--- config.mk ---
export PLATFORM = sky130hd
export DESIGN_NAME = retire_stage
export DESIGN_NICKNAME = d
export VERILOG_FILES = /design/src/rtl/retire_stage.sv
export SDC_FILE = /design/constraint.sdc
export NUM_CORES = 1
export LEC_CHECK = 0
export BUFFER_PORTS_ARGS = -buffer_cell sky130_fd_sc_hd__buf_4
export CORE_ASPECT_RATIO = 2
export CORE_MARGIN = 3
export CORE_UTILIZATION = 45
export CTS_CLUSTER_SIZE = 25
export DETAILED_ROUTE_END_ITERATION = 8
export PLACE_DENSITY = 0.78
export SLEW_MARGIN = 20
export SYNTH_ARGS = -nofsm -noshare
export SYNTH_HDL_FRONTEND = slang
export SYNTH_SLANG_ARGS = --single-unit
--- constraint.sdc ---
create_clock -name clock -period 5.1 [get_ports clock]
set_input_delay 1.02 -clock clock [delete_from_list [all_inputs] [get_ports clock]]
set_output_delay 1.02 -clock clock [all_outputs]
set_load 0.05 [all_outputs]
--- src/rtl/retire_stage.sv ---
// retire_stage: ROB retire commit (arch map, free list, store count, recover/halt); `RETIRE_PERF_CNT_EN adds perf counters
package retire_pkg;
  localparam int XLEN = 32;
  localparam int RP_PREG_W = 6;
  localparam int RP_AREG_W = 5;
  typedef struct packed {
    logic                 valid;
    logic [RP_AREG_W-1:0] dest_areg;
    logic [RP_PREG_W-1:0] Tnew;
    logic [RP_PREG_W-1:0] Told;
    logic                 is_store;
    logic                 halt;
    logic                 precise_state_need;
    logic [XLEN-1:0]      target_pc;
  } ROB_ENTRY_PACKET;
endpackage

module retire_stage
  import retire_pkg::*;
#(
  parameter int PREG_W = RP_PREG_W,
  parameter int AREG_N = 32,
  parameter int CNT_W  = 64
) (
  input  logic                           clock,
  input  logic                           reset,
  input  ROB_ENTRY_PACKET [2:0]          retire_entry,
  output logic                           BPRecoverEN,
  output logic [XLEN-1:0]                recover_pc,
  output logic                           archmap_restore_valid,
  output logic [AREG_N-1:0][PREG_W-1:0]  archmap_out,
  output logic [2:0]                     fl_free_valid,
  output logic [2:0][PREG_W-1:0]         fl_free_preg,
  output logic [1:0]                     sq_retire_num,
  output logic                           halt,
  output logic [CNT_W-1:0]               retired_cnt
`ifdef RETIRE_PERF_CNT_EN
  ,
  output logic [CNT_W-1:0]               store_retired_cnt,
  output logic [CNT_W-1:0]               mispredict_cnt
`endif
);
  typedef enum logic {RUN, HALTED} state_t;
  state_t r_state, w_state_nxt;
  logic [AREG_N-1:0][PREG_W-1:0] r_map, w_map_nxt;
  logic [2:0] w_acc;
  logic w_stop, w_halt_take;
  logic [1:0] w_ret_num;
  logic r_restore;
  logic [CNT_W-1:0] r_cnt;
  always_comb begin
    w_acc = '0;
    w_stop = 1'b0;
    w_halt_take = 1'b0;
    w_ret_num = '0;
    w_map_nxt = r_map;
    BPRecoverEN = 1'b0;
    recover_pc = '0;
    fl_free_valid = '0;
    fl_free_preg = '0;
    sq_retire_num = '0;
    // oldest first so the youngest same-areg write lands last
    for (int k = 2; k >= 0; k--) begin
      w_acc[k] = r_state == RUN && retire_entry[k].valid && !w_stop;
      if (w_acc[k]) begin
        w_stop = retire_entry[k].halt || retire_entry[k].precise_state_need;
        w_halt_take = w_halt_take || retire_entry[k].halt;
        if (retire_entry[k].precise_state_need && !retire_entry[k].halt) begin
          BPRecoverEN = 1'b1;
          recover_pc = retire_entry[k].target_pc;
        end
        sq_retire_num = sq_retire_num + {1'b0, retire_entry[k].is_store};
        w_ret_num = w_ret_num + 2'd1;
        if (retire_entry[k].dest_areg != '0) begin
          w_map_nxt[retire_entry[k].dest_areg] = retire_entry[k].Tnew;
          fl_free_valid[k] = 1'b1;
          fl_free_preg[k] = retire_entry[k].Told;
        end
      end
    end
    w_state_nxt = (r_state == RUN && w_halt_take) ? HALTED : r_state;
  end
  always_ff @(posedge clock) begin
    if (reset) begin
      r_state <= RUN;
      r_restore <= 1'b0;
      r_cnt <= '0;
      for (int a = 0; a < AREG_N; a++) r_map[a] <= PREG_W'(a);
    end else begin
      r_state <= w_state_nxt;
      r_restore <= BPRecoverEN;
      r_map <= w_map_nxt;
      r_cnt <= r_cnt + CNT_W'(w_ret_num);
    end
  end
`ifdef RETIRE_PERF_CNT_EN
  logic [CNT_W-1:0] r_st_cnt, r_mp_cnt;
  always_ff @(posedge clock) begin
    if (reset) begin
      r_st_cnt <= '0;
      r_mp_cnt <= '0;
    end else begin
      r_st_cnt <= r_st_cnt + CNT_W'(sq_retire_num);
      r_mp_cnt <= r_mp_cnt + CNT_W'(BPRecoverEN);
    end
  end
  assign store_retired_cnt = r_st_cnt;
  assign mispredict_cnt = r_mp_cnt;
`endif
  assign archmap_out = r_map;
  assign archmap_restore_valid = r_restore;
  assign halt = r_state == HALTED;
  assign retired_cnt = r_cnt;
endmodule

==> flow_summary.ini <==
[synth]
syn_nets = 2052
ys_ff_latch = 258
synth_area_leaders = sky130_fd_sc_hd__dfxtp_1, sky130_fd_sc_hd__mux2i_1, sky130_fd_sc_hd__a211o_1, sky130_fd_sc_hd__nor2_1, sky130_fd_sc_hd__a21oi_1
synth_top_area_share_pct = 33.8
synth_area_per_cell_sq_um = 8.10
synthDistinctLibCells = 80
syn-instance-count = 1885
synth_area_sq_mm = 0.0153
synth-edff-count = 0
postSynth.topFlopCell = sky130_fd_sc_hd__dfxtp_1
synth-seq-area-share_pct = 33.8
postSynth.asyncResetShare_pct = 0
synth_top_area_cell = sky130_fd_sc_hd__dfxtp_1
yosysWarnings = 0

[clocking]
htree_levels = 1
cts_root_buffer = sky130_fd_sc_hd__clkbuf_16
post_cts.resized_instances = 0
cts_max_path_buffers = 3
clock_latency_ps = 570
cts_made_buffers = 25
cts.sinks = 258
postCtsSetupRepairBufs = 0
clock_tree_from_tritoncts = yes
clock_pin_slew_worst_setup_and_hold_paths_ps = 60
cts_hold_repair.buffers = 0

[setup_path]
setup.worst_path.start_class = input port
crit_path_max_fanout = 33
r2r_start = halt
setup.worst_path.class = input port to primary output
cell_at_the_slowest_stage_of_the_critical_path = sky130_fd_sc_hd__o21a_1
worst_path_largest_cell_delay_ps = 410
top_cell_by_count_worst_path = sky130_fd_sc_hd__buf_4
critPathBufInv = 5
timing.critical_path.max_delay_family = buffers and inverters
timing.critical_path.required_ps = 4080
r2r_setup_slack_ps = 1380
end_kind = primary output
worstPathCellList = buf_4 > o21a_1 > nor3b_1 > buf_4 > and3b_1 > buf_4 > a222oi_1 > inv_1 > buf_4
critical_path.reg2reg.endpoint = retired_cnt[46]
arrival_ps = 3140
worstRegToRegCells = 11

[global_route]
via_count_of_the_first_global_routing_pass = 16800
grt_usage_pct = 36.9
grt_antenna_before_repair = 1
pin_count_of_the_biggest_net_entering_global_routing = 125
grt-ovfl-total = 0
global_route_wire_length_before_repair_um = 102000

[cells_and_area]
post_layout_nonfiller_instances = 2684
area_growth_syn_to_layout_pct = 29.5
final_common_cell = sky130_fd_sc_hd__buf_4
filler_cell_count_in_the_final_layout = 2954
finish.net_count = 2399
drive_above_1_share_pct = 27.3
area.sequential_sq_mm = 0.00516
final_cell_mix = sky130_fd_sc_hd__buf_4, sky130_fd_sc_hd__dfxtp_1, sky130_fd_sc_hd__nor2_1, sky130_fd_sc_hd__a21oi_1, sky130_fd_sc_hd__mux2i_1
multi_input_comb_area_sq_mm = 0.00923

[pwr]
power.density_cell_area_mw_per_mm2 = 253
max-vdd-ir-drop_mv = 0.269
leakagePower_nw = 8.08

[routing]
via_per_inst = 6.50
first_iter_violations = 1832
drtPass1Iterations = 8
post-route-drc-count = 0
drt-wirelength-per-cell_um = 26.5
routed-via-count = 17400
drt_wl_total_um = 71300
ant_nets = 0

[timing]
slew_headroom_pct = 16.1
timing_worst_slew_pin_value_ps = 1240
rsz0062_at_grt = false
setup_viol = 0
max_freq_mhz = 241
layout_worst_path_cycle_share_pct = 81.5
finalCriticalPeriod_ps = 4160
clock_skew_ps = 31.4
timing_hold_violations_final = 0
setup_tns_ps = 0
slew_violations = 0

[hold_path]
hold-path-cell-count = 1
worst_hold_path.endpoint = archmap_out[1]
hold_start = archmap_out[1]
hold_wc_path_type = flip-flop to flip-flop

[floorplanning]
ios = 475
fp-row-count = 94
core_area_sq_mm = 0.0332
die_area_sq_mm = 0.0363
die-height_um = 266
start_util_pct = 46.0
die_w_um = 136

[place]
gp_congestion = 0.976
place.port_buffers = 474
place_hpwl_um = 51100
place.detailed.instances = 2637

[flow_run]
max_cap_violations = 0

[status]
run_status = complete, no violations
[layer usage]
| layer | vias to the layer above | part of all wire (%) | GRT usage, % |
|---|---|---|---|
| li1 | 7667 | - | - |
| met1 | 8115 | 32 | 39.0 |
| met2 | 1272 | 48 | 61.6 |
| met3 | 387 | 11 | 9.54 |
| met4 | 0 | 9.4 | 29.0 |
| met5 | - | 0 | 0 |
[synth_stat cells (all sizes together), types with 11 or more instances]
cell    count
a221o      20
xnor2      11
xor2       23
nand3     100
dfxtp     258
nand2     126
nor2b      24
or3        24
nor3       35
inv        40
mux2i     134
clkbuf    140
a211oi     56
or4        12
a21oi     138
a22o       12
nand2b     13
o22ai      29
nand4      30
a222oi     32
and3       15
and2       23
buf        40
a211o     106
o21ai      83
nor2      219
[metrics by stage]
stage               util (%)  setup WS [ps]  cell area [sq um]  total power, W  hold slack (ps)
finish                  59.6            944              19800         0.00501              472
global route            59.6            846              19800         0.00512              490
CTS                     59.6           1040              19800         0.00500              473
detailed placement      56.8            643              18800         0.00294              461
global placement        56.8            688              18800         0.00293              456
floorplan                  -            946              15300         0.00260              706
[sequential cells by signal, indices dropped and copies added (netlist names)]
name                   cells
archmap_out              192
halt                       1
retired_cnt               64
archmap_restore_valid      1
[cell families (layout without fill, tap and decap cells)]
logic type | after synthesis | in the layout | synth area share, %
AND/OR/NAND/NOR | 689 | 689 | 23.9
XOR/XNOR | 34 | 34 | 1.95
flip-flops | 258 | 258 | 33.8
adder cells (fa/ha/maj) | 6 | 6 | 0.541
buffers and inverters | 221 | 587 | 5.82
multiplexers | 140 | 140 | 9.23
AO/OA/AOI/OAI | 537 | 537 | 24.7
other | 0 | 1 | 0
[power by group]
part / internal, W / switching, W / total (W) / leakage, nW
combinational: 0.000263 / 0.000575 / 0.000839 / 5.55
sequential: 0.00204 / 0.0000321 / 0.00208 / 2.09
clock: 0.00122 / 0.000870 / 0.00209 / 0.438
[worst register-to-register path, delay by kind of cell (launching register included)]
kind                       cells  cell delay [ps]
adders and majority gates      3              860
xor gates and xnor gates       1              170
DFF                            1              760
AOI/OAI and AO/OA              1              160
and+or+nand+nor                5             1470
buffers and inverters          1              230
[how the worst max path moves through the flow]
stage | start | end | depth (start not counted)
floorplan | retire_entry[138] | retired_cnt[62] | 13
global placement | retire_entry[138] | retired_cnt[62] | 13
detailed placement | retire_entry[138] | retired_cnt[62] | 13
CTS | retire_entry[158] | recover_pc[1] | 9
global route | retire_entry[158] | recover_pc[1] | 9
finish | retire_entry[158] | recover_pc[1] | 9
[cell type report]
type                    count  share of cell area [%]
well taps                 432                    2.74
diodes                      1                  0.0127
clock buffers              33                    3.52
multi-input cells        1406                    46.7
repair buffers            500                    19.0
flip-flops and latches    258                    26.1
inverters                  41                   0.779
clock inverters            13                    1.08
No activity file was read; power rests on OpenSTA's default activity.
